### src/rtl/uart_tx_fifo_ctrl.sv
// uart_tx_fifo_ctrl: 16550A transmit-side controller. Buffers CPU THR writes in a
// DEPTH-entry FIFO (or a 1-entry holding register when FIFOs are disabled), presents
// the head byte to the serializer, consumes one entry per pop rising edge, and
// produces LSR THRE/TEMT plus the THR-empty interrupt request.
// Ports:
//   clk, rst_n            clock, asynchronous active-low reset
//   fifo_en               FCR[0]; 0 = single holding register
//   tx_fifo_rst           FCR[2] write pulse, flushes the FIFO
//   thr_wr, thr_din       CPU write strobe and data
//   pop                   serializer read request (level, may be held)
//   sreg_empty            serializer shift register empty
//   etbei, thre_int_clr   IER[1] and THRE-source IIR read pulse
//   dout, thres           head byte, nothing-to-send flag
//   thre, temt            LSR[5], LSR[6]
//   thre_int              THR-empty interrupt pending
//   tx_level, wr_ovf      occupancy, sticky write-dropped flag
module uart_tx_fifo_ctrl #(
    parameter int unsigned DEPTH = 16,
    parameter int unsigned AW    = 4,
    parameter int unsigned WIDTH = 8
) (
    input  logic             clk,
    input  logic             rst_n,
    input  logic             fifo_en,
    input  logic             tx_fifo_rst,
    input  logic             thr_wr,
    input  logic [WIDTH-1:0] thr_din,
    input  logic             pop,
    input  logic             sreg_empty,
    input  logic             etbei,
    input  logic             thre_int_clr,
    output logic [WIDTH-1:0] dout,
    output logic             thres,
    output logic             thre,
    output logic             temt,
    output logic             thre_int,
    output logic [AW:0]      tx_level,
    output logic             wr_ovf
);

    localparam int unsigned LW = AW + 1;

    typedef enum logic {
        ST_IDLE = 1'b0,
        ST_PEND = 1'b1
    } int_state_t;

    logic [WIDTH-1:0] r_mem [DEPTH];
    logic [AW-1:0]    r_wr_ptr;
    logic [AW-1:0]    r_rd_ptr;
    logic [LW-1:0]    r_level;
    logic             r_pop_q;
    logic             r_pop_edge;
    logic             r_wr_ovf;
    logic             r_fifo_en_q;
    logic             r_thre_q;
    logic             r_etbei_q;
    logic             r_thre_int;
    int_state_t       r_state;

    logic [LW-1:0]    w_cap;
    logic             w_full;
    logic             w_empty;
    logic             w_flush;
    logic             w_wr_acc;
    logic             w_wr_drop;
    logic             w_rd_acc;
    logic             w_thre_rise;
    logic             w_etbei_rise;

    // Occupancy and flush decode; full uses the registered level so a same-clk
    // consume never frees room for that clk's write.
    assign w_cap     = fifo_en ? LW'(DEPTH) : LW'(1);
    assign w_full    = (r_level == w_cap);
    assign w_empty   = (r_level == '0);
    assign w_flush   = tx_fifo_rst | (fifo_en ^ r_fifo_en_q);
    assign w_wr_acc  = thr_wr & ~w_full & ~w_flush;
    assign w_wr_drop = thr_wr & w_full & ~w_flush;
    assign w_rd_acc  = r_pop_edge & ~w_empty & ~w_flush;

    assign dout     = r_mem[r_rd_ptr];
    assign thres    = w_empty;
    assign thre     = w_empty;
    assign temt     = w_empty & sreg_empty;
    assign thre_int = r_thre_int;
    assign tx_level = r_level;
    assign wr_ovf   = r_wr_ovf;

    // FIFO storage, pointers, level and pop-edge pipeline.
    always_ff @(posedge clk or negedge rst_n) begin
        if (!rst_n) begin
            for (int i = 0; i < int'(DEPTH); i++) begin
                r_mem[i] <= '0;
            end
            r_wr_ptr    <= '0;
            r_rd_ptr    <= '0;
            r_level     <= '0;
            r_pop_q     <= 1'b0;
            r_pop_edge  <= 1'b0;
            r_wr_ovf    <= 1'b0;
            r_fifo_en_q <= 1'b0;
        end else begin
            r_pop_q     <= pop;
            r_fifo_en_q <= fifo_en;
            // A flush also kills any pop edge in flight.
            r_pop_edge  <= pop & ~r_pop_q & ~w_flush;
            if (w_flush) begin
                r_wr_ptr <= '0;
                r_rd_ptr <= '0;
                r_level  <= '0;
                r_wr_ovf <= 1'b0;
            end else begin
                if (w_wr_acc) begin
                    r_mem[r_wr_ptr] <= thr_din;
                    r_wr_ptr        <= r_wr_ptr + AW'(1);
                end
                if (w_rd_acc) begin
                    r_rd_ptr <= r_rd_ptr + AW'(1);
                end
                if (w_wr_acc && !w_rd_acc) begin
                    r_level <= r_level + LW'(1);
                end else if (!w_wr_acc && w_rd_acc) begin
                    r_level <= r_level - LW'(1);
                end
                if (w_wr_drop) begin
                    r_wr_ovf <= 1'b1;
                end
            end
        end
    end

    assign w_thre_rise  = w_empty & ~r_thre_q;
    assign w_etbei_rise = etbei & ~r_etbei_q;

    // THR-empty interrupt FSM; an accepted write blocks a same-clk set.
    always_ff @(posedge clk or negedge rst_n) begin
        if (!rst_n) begin
            r_state    <= ST_IDLE;
            r_thre_int <= 1'b0;
            r_thre_q   <= 1'b1;
            r_etbei_q  <= 1'b0;
        end else begin
            r_thre_q  <= w_empty;
            r_etbei_q <= etbei;
            case (r_state)
                ST_IDLE: begin
                    if (etbei && (w_thre_rise || (w_etbei_rise && w_empty)) && !w_wr_acc) begin
                        r_state    <= ST_PEND;
                        r_thre_int <= 1'b1;
                    end
                end
                ST_PEND: begin
                    if (thre_int_clr || w_wr_acc || !etbei) begin
                        r_state    <= ST_IDLE;
                        r_thre_int <= 1'b0;
                    end
                end
                default: begin
                    r_state    <= ST_IDLE;
                    r_thre_int <= 1'b0;
                end
            endcase
        end
    end

endmodule

### config.mk
export PLATFORM = sky130hd
export DESIGN_NAME = uart_tx_fifo_ctrl
export DESIGN_NICKNAME = d
export VERILOG_FILES = /design/src/rtl/uart_tx_fifo_ctrl.sv
export SDC_FILE = /design/constraint.sdc
export NUM_CORES = 1
export LEC_CHECK = 0
export ABC_AREA = 1
export BUFFER_PORTS_ARGS = -buffer_cell sky130_fd_sc_hd__buf_2
export CORE_UTILIZATION = 55
export CTS_CLUSTER_DIAMETER = 120
export DETAILED_ROUTE_END_ITERATION = 7
export PLACE_DENSITY_LB_ADDON = 0.05
export SLEW_MARGIN = 10
export SYNTH_ARGS = -nofsm -noshare
export SYNTH_HDL_FRONTEND = slang
export SYNTH_SLANG_ARGS = --single-unit
### constraint.sdc
create_clock -name clk -period 2.11 [get_ports clk]
set_clock_uncertainty 0.05 [all_clocks]
set_input_delay 0.3165 -clock clk [delete_from_list [all_inputs] [get_ports clk]]
set_output_delay 0.3165 -clock clk [all_outputs]
set_load 0.05 [all_outputs]
==> Yosys cells after proc, flatten, opt, wreduce, memory -nomap -nowiden <==
Cells that the tools add are included.
{ "classes": {"n_lt_le_gt_ge": 3, "reduce_logical": 19, "mux": 22, "n_bitwise": 22, "n_addsub": 4, "n_eq_ne": 3} }
{ "ops": {"columns": ["cell", "count"], "rows": [
  ["bitwise mux 128 bit", 1],
  ["binary-select mux 8 bit (select 4 bit)", 1],
  ["demux 8 bit (select 4 bit)", 1],
  ["two-way mux 8 bit", 3],
  ["two-way mux 5 bit", 4],
  ["two-way mux 4 bit", 4],
  ["bitwise AND 1 bit", 11],
  ["greater-or-equal comparator 5 bit, second input constant", 2],
  ["NOT 4 -> 5 bit", 2],
  ["adder 4 x 1 -> 4 bit, second input constant", 2],
  ["NOT 1 bit", 7],
  ["logical AND 1 bit", 6],
  ["two-way mux 1 bit", 6],
  ["nonzero test 2 bit", 3],
  ["adder 5 x 1 -> 5 bit, second input constant", 1],
  ["equality test 5 bit", 1],
  ["zero test 5 bit", 1],
  ["< comparator 5 x 1 -> 1 bit, second input constant", 1],
  ["subtractor 5 x 1 -> 5 bit, second input constant", 1],
  ["case mux 1 bit (2 select lines)", 2],
  ["AND reduction 2 bit", 2],
  ["zero test 1 bit", 3],
  ["logical OR 1 bit", 3],
  ["nonzero test 3 bit", 1],
  ["4 further kinds", 4]
]} }
{ "totals": {"register_bits": 149, "elab_cells": 100, "input_bits": 17} }

==> Logic depth before layout (Yosys ltp) <==
Gate-level depths: netlist (run 1).
{ "logic_depth": {"ltp_word": 10, "mapped_depth": 16} }

==> Worst setup path before layout (run 1) <==
Ideal clock, no wire load.
{ "synth_path": {"kind": "register to register", "start": "register r_level[0], in the netlist tx_level[0]", "end": "register r_level[4], in the netlist tx_level[4]", "arrival_time_ns": 2.274, "n_path_buf": 0, "setup_ns": 0.119, "synth_period_minus_slack_ns": 2.443, "path_stages_with_launch": 14, "slack_ns": -0.333, "path_cell_list": "dfrtp_1 -> nor2_1 -> nand3_1 -> a21oi_1 -> nand2_1 -> fa_1 -> nand3_1 -> nand3_1 -> nand2_1 -> inv_1 -> nand2_1 -> nand2_1 -> nand3_1 -> nand2_1"} }
{ "synth_between": {"elab_chain_cells": 8} }
{ "synth_rtl": {"columns": ["element", "line", "source"], "rows": [
  ["from (decl)", "51", "logic [LW-1:0] r_level;"],
  ["from (signal assigned)", "121", "r_level <= r_level + LW'(1);"],
  ["from (signal assigned)", "123", "r_level <= r_level - LW'(1);"],
  ["parallel branches: the longest is 8 deep, another holds subtractor 5 x 1 -> 5 bit", null, null]
]} }
Several ways; the timed one is not identified. The select of a mux whose other input is x is not followed.
A chain may end at the register's enable or synchronous reset.

==> Final worst setup path (run 1) <==
{ "layout_path": {"start": "register r_rd_ptr[0]", "end": "output dout[6]"} }
{ "layout_between": {"elab_chain_cells": 4} }
{ "layout_rtl": {"columns": ["element", "line", "source"], "rows": [
  ["from (decl)", "50", "logic [AW-1:0] r_rd_ptr;"],
  ["from (signal assigned)", "118", "r_rd_ptr <= r_rd_ptr + AW'(1);"],
  ["NOT 4 -> 5 bit (not written as such)", "81", "assign dout = r_mem[r_rd_ptr];"],
  ["binary-select mux 8 bit (select 4 bit)", "81", null],
  ["two-way mux 8 bit (not written as such) (2 in a row)", "81", null],
  ["to (decl)", "32", "output logic [WIDTH-1:0] dout,"]
]} }
Every way passes these cells. The select of a mux whose other input is x is not followed.

==> summary.md, run 1 <==
| Metric | Value |
|---|---|
| Run status | complete, but fails checks |
| Violated checks | setup timing |
| Most utilized layer in the global route result | met2 |
| Pre-CTS setup slack | -0.008353 ns |
| Clk slew on worst S/H paths | 0.06 ns |
| Post-layout nets | 896 |
| Die ar. | 13420 um^2 |
| Leakage Power | 0.003930 uW |
| Overall power | 8401 uW |
| Cell variety after synth | 32 |
| Rel. slew slack | 0.5154 |
| GRT Residual Overflow | 0 |
| Pins Over Slew Limit | 0 |
| Max Clock Freq | 412.6 MHz |
| Endpoints failing setup | 8 |
| Critical path capture point type | primary output |
| Max stage delay on crit path | 0.43 ns |
| Max Root-Sink Buffers | 2 |
| Sequential area share after synthesis | 0.5231 |
| Largest net degree at the start of global routing | 54 |
| Required time of the critical path | 1.74 ns |
| Synth Cell Area | 7131 um^2 |
| Clock root buffer | clkbuf_16 |
| Final min period | 2.424 ns |
| Die W | 115.9 um |
| DR iter-0 viols | 587 |
| Final WS setup | -0.3139 ns |
| Worst-path cell chain | clkinv_4 -> buf_6 -> buf_16 -> nor2_4 -> nor2_1 -> o21ai_1 -> o21ai_1 -> o211ai_1 -> nand2_1 -> buf_6 |
| Crit-path max FO | 8 |
| GP Congestion | 0.8233 |
| I/O Pins | 35 |
| Crit path DAT | 2.06 ns |
| Max Cap Violations | 0 |
| # placed instances | 1006 |
| CTS tree | built |
| Avg Vias per Cell | 5.716 |
| Area grow syn2layout | 21.39% |
| Worst-Margin Slew | 0.7261 ns |
| FF+latch count, synth | 149 |
| Clk Latency, worst-skew pair | 0.42 ns |
| CTS Buf Count | 17 |
| Global Route met1 Usage | 0.4135 |
| VDD IR-drop max | 0.9878 mV |
| GRT Total Usage | 0.3037 |
| Synth Area per Inst | 8.664 um^2 |
| Pwr dens | 970.6 nW/um^2 |
| Filler cells | 1042 |
| Vias in the first global route | 5849 |
| Syn_nets | 850 |
| RSZ-0062 raised after global routing | true |
| Met2 usage | 0.4821 |
| Htree depth | 4 |
| WS Path Type | reg -> out |
| Hold crit path type | in -> reg |
| First-pass GRT wire length | 30350 um |
| GR Layer Usage met3 | 0.06433 |
| Number of diodes | 0 |
| Via count | 6025 |
| Avg WL per Cell | 17.67 um |
| Final WL | 18620 um |
| Multi-input logic area | 3162 um^2 |
| Final hold vios | 0 |
| Initial antenna violation count | 0 |
| DRT Pass-1 Iters | 5 |
| Synthesized instance count | 823 |
| CP max stage cell | dfrtp_2 |
| Critical Path Source Type | register |
| Final ANT Viol Nets | 0 |
| Share of cells above drive strength 1 | 0.2007 |
| Placed wire-length estimate | 11750 um |
| Remaining DRCs | 0 |
| Starting Density | 0.5650 |
| Final core occ | 0.6859 |
| Yosys warns | 0 |
| Rows | 41 |
| Flip-flop and latch area | 3739 um^2 |
| Final Non-Filler Cells | 1054 |
| Port Buf Inserts | 34 |
| Clk sinks | 149 |
| Post-route clock period utilization | 1.149 |
| Core area | 12620 um^2 |
| DIE HEIGHT | 115.9 um |
-- layout make-up --
| type | count | share of cell area |
|---|---|---|
| multi-input cells | 590 | 0.3653 |
| repair buffers | 79 | 0.09092 |
| well taps | 172 | 0.02486 |
| flip-flops and latches | 149 | 0.4319 |
| clock buffers | 19 | 0.05117 |
| clock inverters | 13 | 0.02082 |
| inverters | 32 | 0.01503 |
-- worst paths after layout --
path	startpoint	end	slack, ns	depth (start not counted)
max	r_rd_ptr[0]	dout[6]	-0.31	10
min	fifo_en	r_fifo_en_q	0.02	1
max reg2reg	tx_level[4]	tx_level[4]	0.04	15
min reg2reg	r_pop_q	r_pop_edge	0.35	1
max in group asynchronous	rst_n	r_rd_ptr[0]	1.06	3
min in group asynchronous	rst_n	r_mem[59]	0.31	2
-- flip-flops by register name (all words and copies together) (netlist names) --
name and cells:
r_wr_ptr 4, r_etbei_q 1, r_mem 128, r_fifo_en_q 1, r_pop_edge 1, r_thre_q 1, r_pop_q 1, wr_ovf 1
r_rd_ptr 4, tx_level 5, thre_int 1, r_state 1
-- critical path, delay by kind of cell, from the launching register on --
kind	cells	cell delay (ns)
AO/OA/AOI/OAI	3	0.43
buffers and inverters	4	0.57
flip-flops	1	0.43
AND/OR/NAND/NOR	3	0.20
-- power breakdown --
part,switching [uW],internal (uW),total [uW],leakage (uW)
Clock,1180,2000,3190,0.000299
Combinational,1280,690,1970,0.00160
Sequential,155,3090,3250,0.00203
-- cell usage after synthesis --
cell	instances	area (um^2)
nand2_1	167	626.9
dfrtp_1	148	3704
o21ai_1	118	590.6
nor2_1	110	412.9
o21ai_0	88	440.4
clkbuf_1	33	123.9
o211ai_1	32	240.2
inv_1	25	93.84
nand3_1	25	125.1
nand3_4	10	175.2
buf_6	9	101.4
ha_1	9	112.6
a21oi_1	7	35.03
nand3_2	7	70.07
o21ai_2	7	61.31
buf_2	5	25.02
inv_2	4	15.01
buf_1	3	11.26
clkinv_1	2	7.510
xor2_1	2	17.52
a22o_1	1	8.760
buf_12	1	20.02
buf_4	1	7.510
dfstp_2	1	26.28
fa_1	1	20.02
inv_4	1	6.260
nand2_2	1	6.260
nand3b_1	1	7.510
nand3b_4	1	20.02
nand4_1	1	6.260
nor3_1	1	5.000
o21a_1	1	7.510
-- kinds of logic (layout without fill, tap and decap cells) --
group	after synthesis	in the layout	share of synthesized area
buffers and inverters	84	143	0.05773
AO/OA/AOI/OAI	254	254	0.1941
XOR/XNOR	2	2	0.002457
flip-flops	149	149	0.5231
AND/OR/NAND/NOR	324	324	0.2041
adder cells (fa/ha/maj)	10	10	0.01860
-- cell usage in the layout (no fill, tap or decap), types with 8 or more instances in the layout --
cell type / Yosys / routed
buf_12: 1 / 11
buf_2: 5 / 25
buf_4: 1 / 24
buf_6: 9 / 9
clkbuf_16: 0 / 17
dfrtp_1: 148 / 141
inv_1: 25 / 24
nand2_1: 167 / 161
nand3_1: 25 / 21
nand3_4: 10 / 14
nor2_1: 110 / 97
nor2_2: 0 / 9
o211ai_1: 32 / 32
o21ai_0: 88 / 65
o21ai_1: 118 / 140
o21ai_2: 7 / 8
-- layer usage --
metal / up-vias / share of wire
met2: 205 / 0.46
li1: 2873 / -
met4: 0 / 0.025
met3: 31 / 0.065
met1: 2916 / 0.45
met5: - / 0
-- through the flow --
stage          setup TNS [ns]  area (um^2)  hold WS [ns]
4_1_cts                -2.149         8532       0.01164
3_3_place_gp                0         7615        0.1976
5_1_grt                -2.879         8656       0.01548
2_1_floorplan        -0.06753         7181      -0.02909
3_5_place_dp        -0.008353         7615        0.1924
6_report               -2.126         8656       0.02383
-- timing repair --
item                                    4_1_cts  5_1_grt
endpoints found under the setup margin        8       27
endpoints found under the hold margin        35        0
pin swaps                                    24       19
resized for setup                            54       35
cloned                                        3        0
setup buffers                                 7        4
hold buffers                                  3        0
Note: power is estimated with default switching activity, not from simulation.
==> run 2: changes to the inputs <==
==> constraint.sdc (replaced) <==
create_clock -name clk -period 2.11 [get_ports clk]
set_clock_uncertainty 0.05 [all_clocks]
set_input_delay 0.5275 -clock clk [delete_from_list [all_inputs] [get_ports clk]]
set_output_delay 0.5275 -clock clk [all_outputs]
set_load 0.05 [all_outputs]
==> run 2 against run 1 <==
Against the previous run:
- the run still ends with setup timing left
- critical path depth is 4 lower
- combinational power increased by 14%
- global-route usage increased by 1.1 points
- sequential power about the same
- core utilization up 1.4 points
- flip-flop and latch count unchanged
- largest power group unchanged
- via count grew 2.2%
- count of clock-buffer cells in the layout did not move
==> summary.md, run 2 (synthesis gave the netlist of run 1 again) <==
| Metric | Value |
|---|---|
| Worst-path cell chain | bufbuf_16 -> o21ai_0 -> o21ai_1 -> o211ai_1 -> nand2_2 -> buf_8 |
| WS Path Type | reg -> out |
| Endpoints failing setup | 9 |
| DIE HEIGHT | 115.9 um |
| Min-delay src | pop |
| RSZ-0062 raised after global routing | true |
| Final WL | 19510 um |
| Clk sinks | 149 |
| Leakage Power | 0.004029 uW |
| Max Clock Freq | 386.8 MHz |
| First-pass GRT wire length | 31130 um |
| CP top delay family | compound AO/OA/AOI/OAI gates |
| GRT Residual Overflow | 0 |
| Hold path cells | 1 |
| GP Congestion | 0.8868 |
| CTS Buf Count | 17 |
| Largest net degree at the start of global routing | 48 |
| Hold crit path type | in -> reg |
| Pins Over Slew Limit | 0 |
| Avg WL per Cell | 18.23 um |
| GRT Total Usage | 0.3148 |
| Run status | complete, but fails checks |
| DRT Pass-1 Iters | 7 |
| Pint | 5930 uW |
| Crit path launch | r_rd_ptr[0] |
| Remaining DRCs | 0 |
| Area grow syn2layout | 23.88% |
| CP max stage cell | dfrtp_2 |
| Rel. slew slack | 0.5373 |
| FF-to-FF path depth | 16 |
| Number of diodes | 0 |
| Max Cap Violations | 0 |
| Worst-Margin Slew | 0.6932 ns |
| Max Root-Sink Buffers | 2 |
| Sw Pwr | 2719 uW |
| I/O Pins | 35 |
| Commonest non-fill, non-tap cells in the layout | 156 x nand2_1, 141 x dfrtp_1, 134 x o21ai_1 |
| Required time of the critical path | 1.53 ns |
| Final min period | 2.585 ns |
| Vias in the first global route | 5860 |
| Comb pwr share | 0.259 |
| Number of cells on the critical path | 6 |
| Initial antenna violation count | 0 |
| Final WS setup | -0.4755 ns |
| Most common cell after layout, fill and taps aside | nand2_1 |
| Clock root buffer | clkbuf_16 |
| Avg Vias per Cell | 5.756 |
| Filler cells | 1016 |
| Placed wire-length estimate | 12180 um |
| Clk slew on worst S/H paths | 0.06 ns |
| CP bufs+invs | 2 |
| Fin Hold WS | 0.1706 ns |
| Port Buf Inserts | 34 |
| Final hold vios | 0 |
| Core area | 12620 um^2 |
| Critical Path Source Type | register |
| Power share of the clock group | 0.367 |
| Largest Register | r_mem |
| Violated checks | setup timing |
| VDD IR-drop max | 0.7378 mV |
| Number of flip-flops in the largest register | 128 |
| Via count | 6159 |
| Share of cells above drive strength 1 | 0.2183 |
| Pwr dens | 979.1 nW/um^2 |
| Sw Share | 0.3143 |
| Rows | 41 |
| Seq pwr share | 0.374 |
| Final ANT Viol Nets | 0 |
| Clk Latency, worst-skew pair | 0.43 ns |
| Max stage delay on crit path | 0.45 ns |
| Reg2reg start | tx_level[4] |
| Starting Density | 0.5650 |
| Crit-path max FO | 14 |
| Htree depth | 4 |
| Post-layout nets | 912 |
| Post-route clock period utilization | 1.225 |
| Die ar. | 13420 um^2 |
| DR iter-0 viols | 571 |
| Critical path capture point type | primary output |
| Crit path DAT | 2.01 ns |
| CTS tree | built |
| Die W | 115.9 um |
| Final core occ | 0.7000 |
-- run 2: power groups by stage --
stage                     clock [uW]  combinational, uW  sequential, uW
after detailed placement           0               1720            3280
after CTS                       3200               1960            3230
after global placement             0               1680            3280
after global routing            3310               2400            3260
after floorplan                    0               1100            3380
final                           3170               2240            3240
-- run 2: per-layer routing --
metal	vias to the layer above	routed length (um)	GRT usage
li1	2906	-	-
met1	2991	8562	0.4287
met2	224	9443	0.5036
met3	38	1030	0.06276
met4	0	475	0.1111
met5	-	0	0
-- run 2: stage by stage --
stage | total power [uW] | setup slack, ns | instances | area, um^2 | TNS (ns)
finish | 8649 | -0.4755 | 1070 | 8833 | -3.663
global route | 8974 | -0.5203 | 1070 | 8833 | -4.492
CTS | 8388 | -0.4749 | 1065 | 8617 | -3.644
detailed placement | 5002 | -0.1678 | 1025 | 7800 | -1.216
global placement | 4958 | -0.1496 | 1025 | 7800 | -0.6287
floorplan | 4480 | -0.07107 | 823 | 7194 | -0.07107
-- run 2: final timing paths --
kind,endpoint,slack [ns]
setup / recovery,dout[4],-0.48
max in group asynchronous,tx_level[4],0.82
min in group asynchronous,r_mem[26],0.55
hold / removal,r_pop_q,0.17
setup reg to reg,tx_level[4],-0.09
hold reg to reg,r_pop_edge,0.36
-- run 2: cell type report --
cell class	count	area [um^2]	share of cell area
clock buffers	19	432.9	0.04901
multi-input cells	590	3178	0.3598
flip-flops and latches	149	3739	0.4232
inverters	32	135.1	0.01530
repair buffers	95	953.4	0.1079
clock inverters	13	180.2	0.02040
well taps	172	215.2	0.02436
-- run 2: worst reg2reg max path: stages (launching register included) --
cell     delay [ns]
dfrtp_2        0.42
buf_6          0.14
inv_6          0.06
nand2_4        0.05
nand3_2        0.06
nor2_2         0.04
nor2_2         0.18
nand2_4        0.12
fa_2           0.42
nand3_2        0.10
nand2_1        0.06
nand2_1        0.08
nand2_1        0.07
nand3_1        0.08
nand2_1        0.05
nand3_1        0.06
nand2_1        0.06
-- run 2: timing repair --
action	4_1_cts	5_1_grt
hold endpoints to repair	40	0
buffers inserted	5	5
hold buffers	1	0
gates resized for setup	40	44
pin swaps	4	25
endpoints found under the setup margin	12	14
cloned	2	0
